==> src/rtl/spi_pkg.sv <==
// Shared definitions for the SPI transfer queue and its bench.
package spi_pkg;
    localparam int SPI_BYTE_W     = 8;
    localparam int XQ_DEPTH       = 8;
    localparam int XQ_TIMEOUT_CYC = 128;

    typedef enum logic [1:0] {
        IDLE      = 2'd0,
        LAUNCH    = 2'd1,
        WAIT_DONE = 2'd2,
        GAP       = 2'd3
    } xq_state_e;
endpackage

==> src/rtl/spi_byte_fifo.sv <==
// First-word-fall-through FIFO with occupancy count; DEPTH must be a power of two.
module spi_byte_fifo #(
    parameter int DEPTH = 8,
    parameter int W     = 8
) (
    input  logic                   clk,
    input  logic                   rst,
    input  logic                   push,
    input  logic                   pop,
    input  logic [W-1:0]           wdata,
    output logic [W-1:0]           rdata,
    output logic [$clog2(DEPTH):0] count,
    output logic                   full,
    output logic                   empty
);
    localparam int AW = $clog2(DEPTH);

    logic [W-1:0]  mem [DEPTH];
    logic [AW-1:0] wr_ptr;
    logic [AW-1:0] rd_ptr;
    logic          do_push;
    logic          do_pop;

    // Requests against a full/empty FIFO are dropped here so callers can pass raw valid/ready.
    assign do_push = push && !full;
    assign do_pop  = pop && !empty;
    assign full    = (count == (AW+1)'(DEPTH));
    assign empty   = (count == '0);
    // Head reads as zero when empty so the port has a defined idle value.
    assign rdata   = empty ? '0 : mem[rd_ptr];

    // Pointers wrap naturally at the power-of-two boundary; count tracks net push/pop.
    always_ff @(posedge clk) begin
        if (rst) begin
            wr_ptr <= '0;
            rd_ptr <= '0;
            count  <= '0;
        end else begin
            if (do_push) wr_ptr <= wr_ptr + AW'(1);
            if (do_pop)  rd_ptr <= rd_ptr + AW'(1);
            case ({do_push, do_pop})
                2'b10:   count <= count + (AW+1)'(1);
                2'b01:   count <= count - (AW+1)'(1);
                default: count <= count;
            endcase
        end
    end

    // Storage array carries no reset; only entries below count are ever visible.
    always_ff @(posedge clk) begin
        if (do_push) mem[wr_ptr] <= wdata;
    end
endmodule

==> src/rtl/spi_xfer_queue.sv <==
// Byte queue in front of an SPI master: TX FIFO -> one transfer per byte -> RX FIFO,
// with a watchdog that abandons transfers whose done never comes back.
module spi_xfer_queue
    import spi_pkg::*;
#(
    parameter int DEPTH       = XQ_DEPTH,
    parameter int TIMEOUT_CYC = XQ_TIMEOUT_CYC
) (
    input  logic                   clk,
    input  logic                   rst,
    input  logic [SPI_BYTE_W-1:0]  tx_data,
    input  logic                   tx_valid,
    output logic                   tx_ready,
    output logic [SPI_BYTE_W-1:0]  rx_data,
    output logic                   rx_valid,
    input  logic                   rx_ready,
    output logic                   spi_start,
    output logic [SPI_BYTE_W-1:0]  spi_data_in,
    input  logic [SPI_BYTE_W-1:0]  spi_data_out,
    input  logic                   spi_done,
    input  logic                   err_clr,
    output logic                   busy,
    output logic                   timeout_err,
    output logic [$clog2(DEPTH):0] tx_count,
    output logic [$clog2(DEPTH):0] rx_count
);
    localparam int WD_W = $clog2(TIMEOUT_CYC);

    xq_state_e             state, state_nx;
    logic [WD_W-1:0]       wd;
    logic                  tx_pop, rx_push, to_hit;
    logic                  tx_full, tx_empty, rx_full, rx_empty;
    logic [SPI_BYTE_W-1:0] tx_head;

    assign tx_ready = !tx_full;
    assign rx_valid = !rx_empty;

    spi_byte_fifo #(.DEPTH(DEPTH), .W(SPI_BYTE_W)) u_tx_fifo (
        .clk(clk), .rst(rst), .push(tx_valid), .pop(tx_pop), .wdata(tx_data),
        .rdata(tx_head), .count(tx_count), .full(tx_full), .empty(tx_empty)
    );

    // A done coinciding with reset must not land in the RX FIFO.
    spi_byte_fifo #(.DEPTH(DEPTH), .W(SPI_BYTE_W)) u_rx_fifo (
        .clk(clk), .rst(rst), .push(rx_push && !rst), .pop(rx_ready), .wdata(spi_data_out),
        .rdata(rx_data), .count(rx_count), .full(rx_full), .empty(rx_empty)
    );

    // Sequencer next-state: launch only with RX space reserved, since we are the sole RX writer.
    always_comb begin
        state_nx = state;
        tx_pop   = 1'b0;
        rx_push  = 1'b0;
        to_hit   = 1'b0;
        case (state)
            IDLE:      if (!tx_empty && !rx_full) state_nx = LAUNCH;
            LAUNCH: begin
                tx_pop   = 1'b1;
                state_nx = WAIT_DONE;
            end
            WAIT_DONE: begin
                if (spi_done) begin
                    rx_push  = 1'b1;
                    state_nx = GAP;
                end else if (wd == WD_W'(TIMEOUT_CYC - 1)) begin
                    to_hit   = 1'b1;
                    state_nx = GAP;
                end
            end
            GAP:       state_nx = IDLE;
            default:   state_nx = IDLE;
        endcase
    end

    // State, registered command outputs and watchdog; start pulses the cycle after LAUNCH.
    always_ff @(posedge clk) begin
        if (rst) begin
            state       <= IDLE;
            spi_start   <= 1'b0;
            spi_data_in <= '0;
            busy        <= 1'b0;
            wd          <= '0;
        end else begin
            state     <= state_nx;
            spi_start <= (state == LAUNCH);
            if (state == LAUNCH) spi_data_in <= tx_head;
            busy      <= (state_nx != IDLE);
            wd        <= (state == WAIT_DONE) ? wd + WD_W'(1) : '0;
        end
    end

    // Sticky timeout flag; a new timeout wins over a same-cycle clear.
    always_ff @(posedge clk) begin
        if (rst)          timeout_err <= 1'b0;
        else if (to_hit)  timeout_err <= 1'b1;
        else if (err_clr) timeout_err <= 1'b0;
    end
endmodule

==> config.mk <==
export PLATFORM = sky130hd
export DESIGN_NAME = spi_xfer_queue
export DESIGN_NICKNAME = d
export VERILOG_FILES = /design/src/rtl/spi_pkg.sv /design/src/rtl/spi_byte_fifo.sv /design/src/rtl/spi_xfer_queue.sv
export SDC_FILE = /design/constraint.sdc
export NUM_CORES = 1
export LEC_CHECK = 0
export CAP_MARGIN = 5
export CORE_MARGIN = 8
export CORE_UTILIZATION = 55
export CTS_CLUSTER_SIZE = 40
export DETAILED_ROUTE_END_ITERATION = 16
export HOLD_SLACK_MARGIN = 0.15
export PLACE_DENSITY = 0.81
export SYNTH_ARGS = -nofsm -noshare
export SYNTH_HDL_FRONTEND = slang
export SYNTH_SLANG_ARGS = --single-unit
==> constraint.sdc <==
create_clock -name clk -period 3.5 [get_ports clk]
set_input_delay 0.7 -clock clk [delete_from_list [all_inputs] [get_ports clk]]
set_output_delay 0.7 -clock clk [all_outputs]
set_load 0.05 [all_outputs]
==> out/metrics.cfg <==
[outcome]
status = finished, final reports clean

[critical_path]
worstSetupStartpointType = flip-flop
worstPathMaxFanout = 16
worst_ep_required_time_ps = 2800
worstPathArrival_ps = 2590
cp-end-kind = output port
worst-setup-path-type = flip-flop to output port

[drt]
wirelength_um = 13130
vias = 3885
wl_per_cell_um = 18.86
viasPerCell = 5.582
drtPass1Iterations = 5
antenna_left = 0
first_iter_violations = 271
post-route-drc-count = 0

[synth]
yosys.area.top_type = edfxtp_1
synthCells = 446
synth_top_area_share_pct = 55.30
synth_flop_cell = edfxtp_1
yosysMostFrequentCell = edfxtp_1
synth_seq_area_share_pct = 68.55
synth_area_per_cell_um2 = 15.58
ys_types = 47
ys_async_sr_fraction_pct = 0
yosysWarnings = 0
synth.top_cells.by_area = edfxtp_1 (55%), dfxtp_1 (13%), mux2i_1 (6.3%), mux4_2 (5.2%), ha_1 (2.5%)
synth_common_cells = edfxtp_1 (128), dfxtp_1 (46), mux2i_1 (44), nor2_1 (39)
synthesis.area_um2 = 6950
synth-edff-count = 128
syn_nets = 482
synth-seq-cells = 174

[clock_tree]
cts_resized = 0
worstSkewPairLatency_ps = 420
root_buffer = clkbuf_16
h-tree-depth = 4
clock-sinks = 174
numCtsBuffers = 17
holdBufCountCts = 0
clk_path_buf_depth = 2
path_clk_slew_ps = 60
cts_tree = built
postCtsSetupBuffers = 0

[floorplanning]
start_util_pct = 55.76
dieArea_um2 = 16490
die_y_um = 128.4
row_count = 41
dieWidth_um = 128.4
core_area_um2 = 12470
io_pins = 51

[sta]
slew_headroom_pct = 35.08
fin_crit_sh_pct = 93.98
worst_slew_pin_slew_ps = 973.8
skew_ps = 8.167
slew_viol_final = 0
tns_ps = 0
fmax_mhz = 304.0
period_needed_ps = 3289
hold_viol_final = 0
grt_setup_unrepaired = no
setup_violations = 0

[placed_design]
dp.cells = 664
gp_congestion = 0.7599
port_buffers = 50
dp_hpwl_um = 8305

[finish]
layout-drive-gt1-share_pct = 14.12
area_delta_synth_final_pct = 18.65
nets = 547
utilization_pct = 66.15
nFillCells = 858
fin_cells = 696
n_antenna_cell = 0

[power]
finalPower_mw = 5.250
power_density_nw_per_um2 = 636.7
max-vdd-ir-drop_mv = 0.5319
power.leakage_nw = 2.757

[job]
maxCapViolCount = 0

[global_route]
grt_max_degree = 33
antenna_found_initial = 0
grt_pass1_wl_um = 20800
overflow = 0
grt_pass1_vias = 3980
grtUsageTotal_pct = 16.91

[hold_path]
min_path_type = flip-flop to flip-flop

-- logic make-up after synthesis --
logic type,synth area share [%]
xor gates and xnor gates,2.142
AOI/OAI and AO/OA,4.591
and+or+nand+nor,8.137
DFF,68.55
buffers and inverters,2.214
adders and majority gates,2.520
muxes,11.85
-- power by group --
part / total, mW / internal [mW] / switching [mW]
clock: 1.83 / 1.08 / 0.750
combinational: 0.989 / 0.416 / 0.573
sequential: 2.44 / 2.31 / 0.126
total: 5.25 / 3.80 / 1.45
-- final timing paths --
check	start	to	slack [ps]	cells past startpoint
max	flip-flop	rx_data[4]	210	5
min	wd[0]	wd[0]	450	1
max reg2reg	u_rx_fifo.count[0]	u_rx_fifo.count[3]	720	7
min reg2reg	wd[0]	wd[0]	450	1
-- metal layers --
metal	vias up	routed length (µm)	GRT usage [%]
met4	0	204	7.692
li1	1819	-	-
met2	128	6736	28.54
met5	-	0	0
met1	1919	5358	19.62
met3	19	830	4.965
-- critical path, cell delays in order, from the launching register on --
cell and delay, ps:
dfxtp_1 300, buf_4 310, mux4_2 550, mux2i_1 170, nor2_1 90, clkdlybuf4s50_1 740
-- registers in the layout, summed over array words and instances, names as in the netlist, 2 cells and up, named ones only --
signal and cells:
state 2, u_tx_fifo.wr_ptr 3, u_tx_fifo.rd_ptr 3, u_tx_fifo.count 4, spi_data_in 8, u_rx_fifo.count 4, u_rx_fifo.wr_ptr 3, u_rx_fifo.mem 64
u_tx_fifo.mem 64, u_rx_fifo.rd_ptr 3, wd 7
-- cell usage in the layout (no fill, tap or decap), types with 3 or more instances in the layout --
| master | n |
|---|---|
| a21oi_1 | 9 |
| a22oi_1 | 16 |
| a32o_1 | 9 |
| and2_1 | 3 |
| buf_4 | 18 |
| clkbuf_16 | 17 |
| clkdlybuf4s50_1 | 50 |
| clkinv_2 | 4 |
| dfxtp_1 | 45 |
| edfxtp_1 | 128 |
| ha_1 | 14 |
| inv_1 | 4 |
| inv_6 | 3 |
| mux2i_1 | 44 |
| mux4_2 | 16 |
| nand2_1 | 14 |
| nand2b_1 | 7 |
| nand3_1 | 8 |
| nor2_1 | 39 |
| nor2b_1 | 11 |
| nor3_1 | 5 |
| nor3b_1 | 3 |
| o21ai_0 | 3 |
| or3_1 | 4 |
| xnor2_1 | 3 |
| xor2_1 | 14 |
-- cell type report --
class / count / area [µm²] / share of cell area [%]
multi-input cells: 245 / 2032 / 24.64
well taps: 172 / 215.2 / 2.610
clock buffers: 20 / 446.7 / 5.416
flip-flops and latches: 174 / 4766 / 57.79
clock inverters: 12 / 132.6 / 1.608
repair buffers: 68 / 635.6 / 7.707
inverters: 5 / 18.77 / 0.2276
-- metrics by stage --
stage | hold slack, ps | worst slack, ps | cell area, µm²
after floorplan | 417.5 | 565.2 | 6950
after global placement | 428.5 | 566.6 | 7667
after detailed placement | 439.8 | 521.8 | 7667
after CTS | 452.7 | 164.9 | 8247
after global routing | 462.6 | 108.7 | 8247
final | 449.8 | 210.6 | 8247
(Power assumes the default switching activity.)
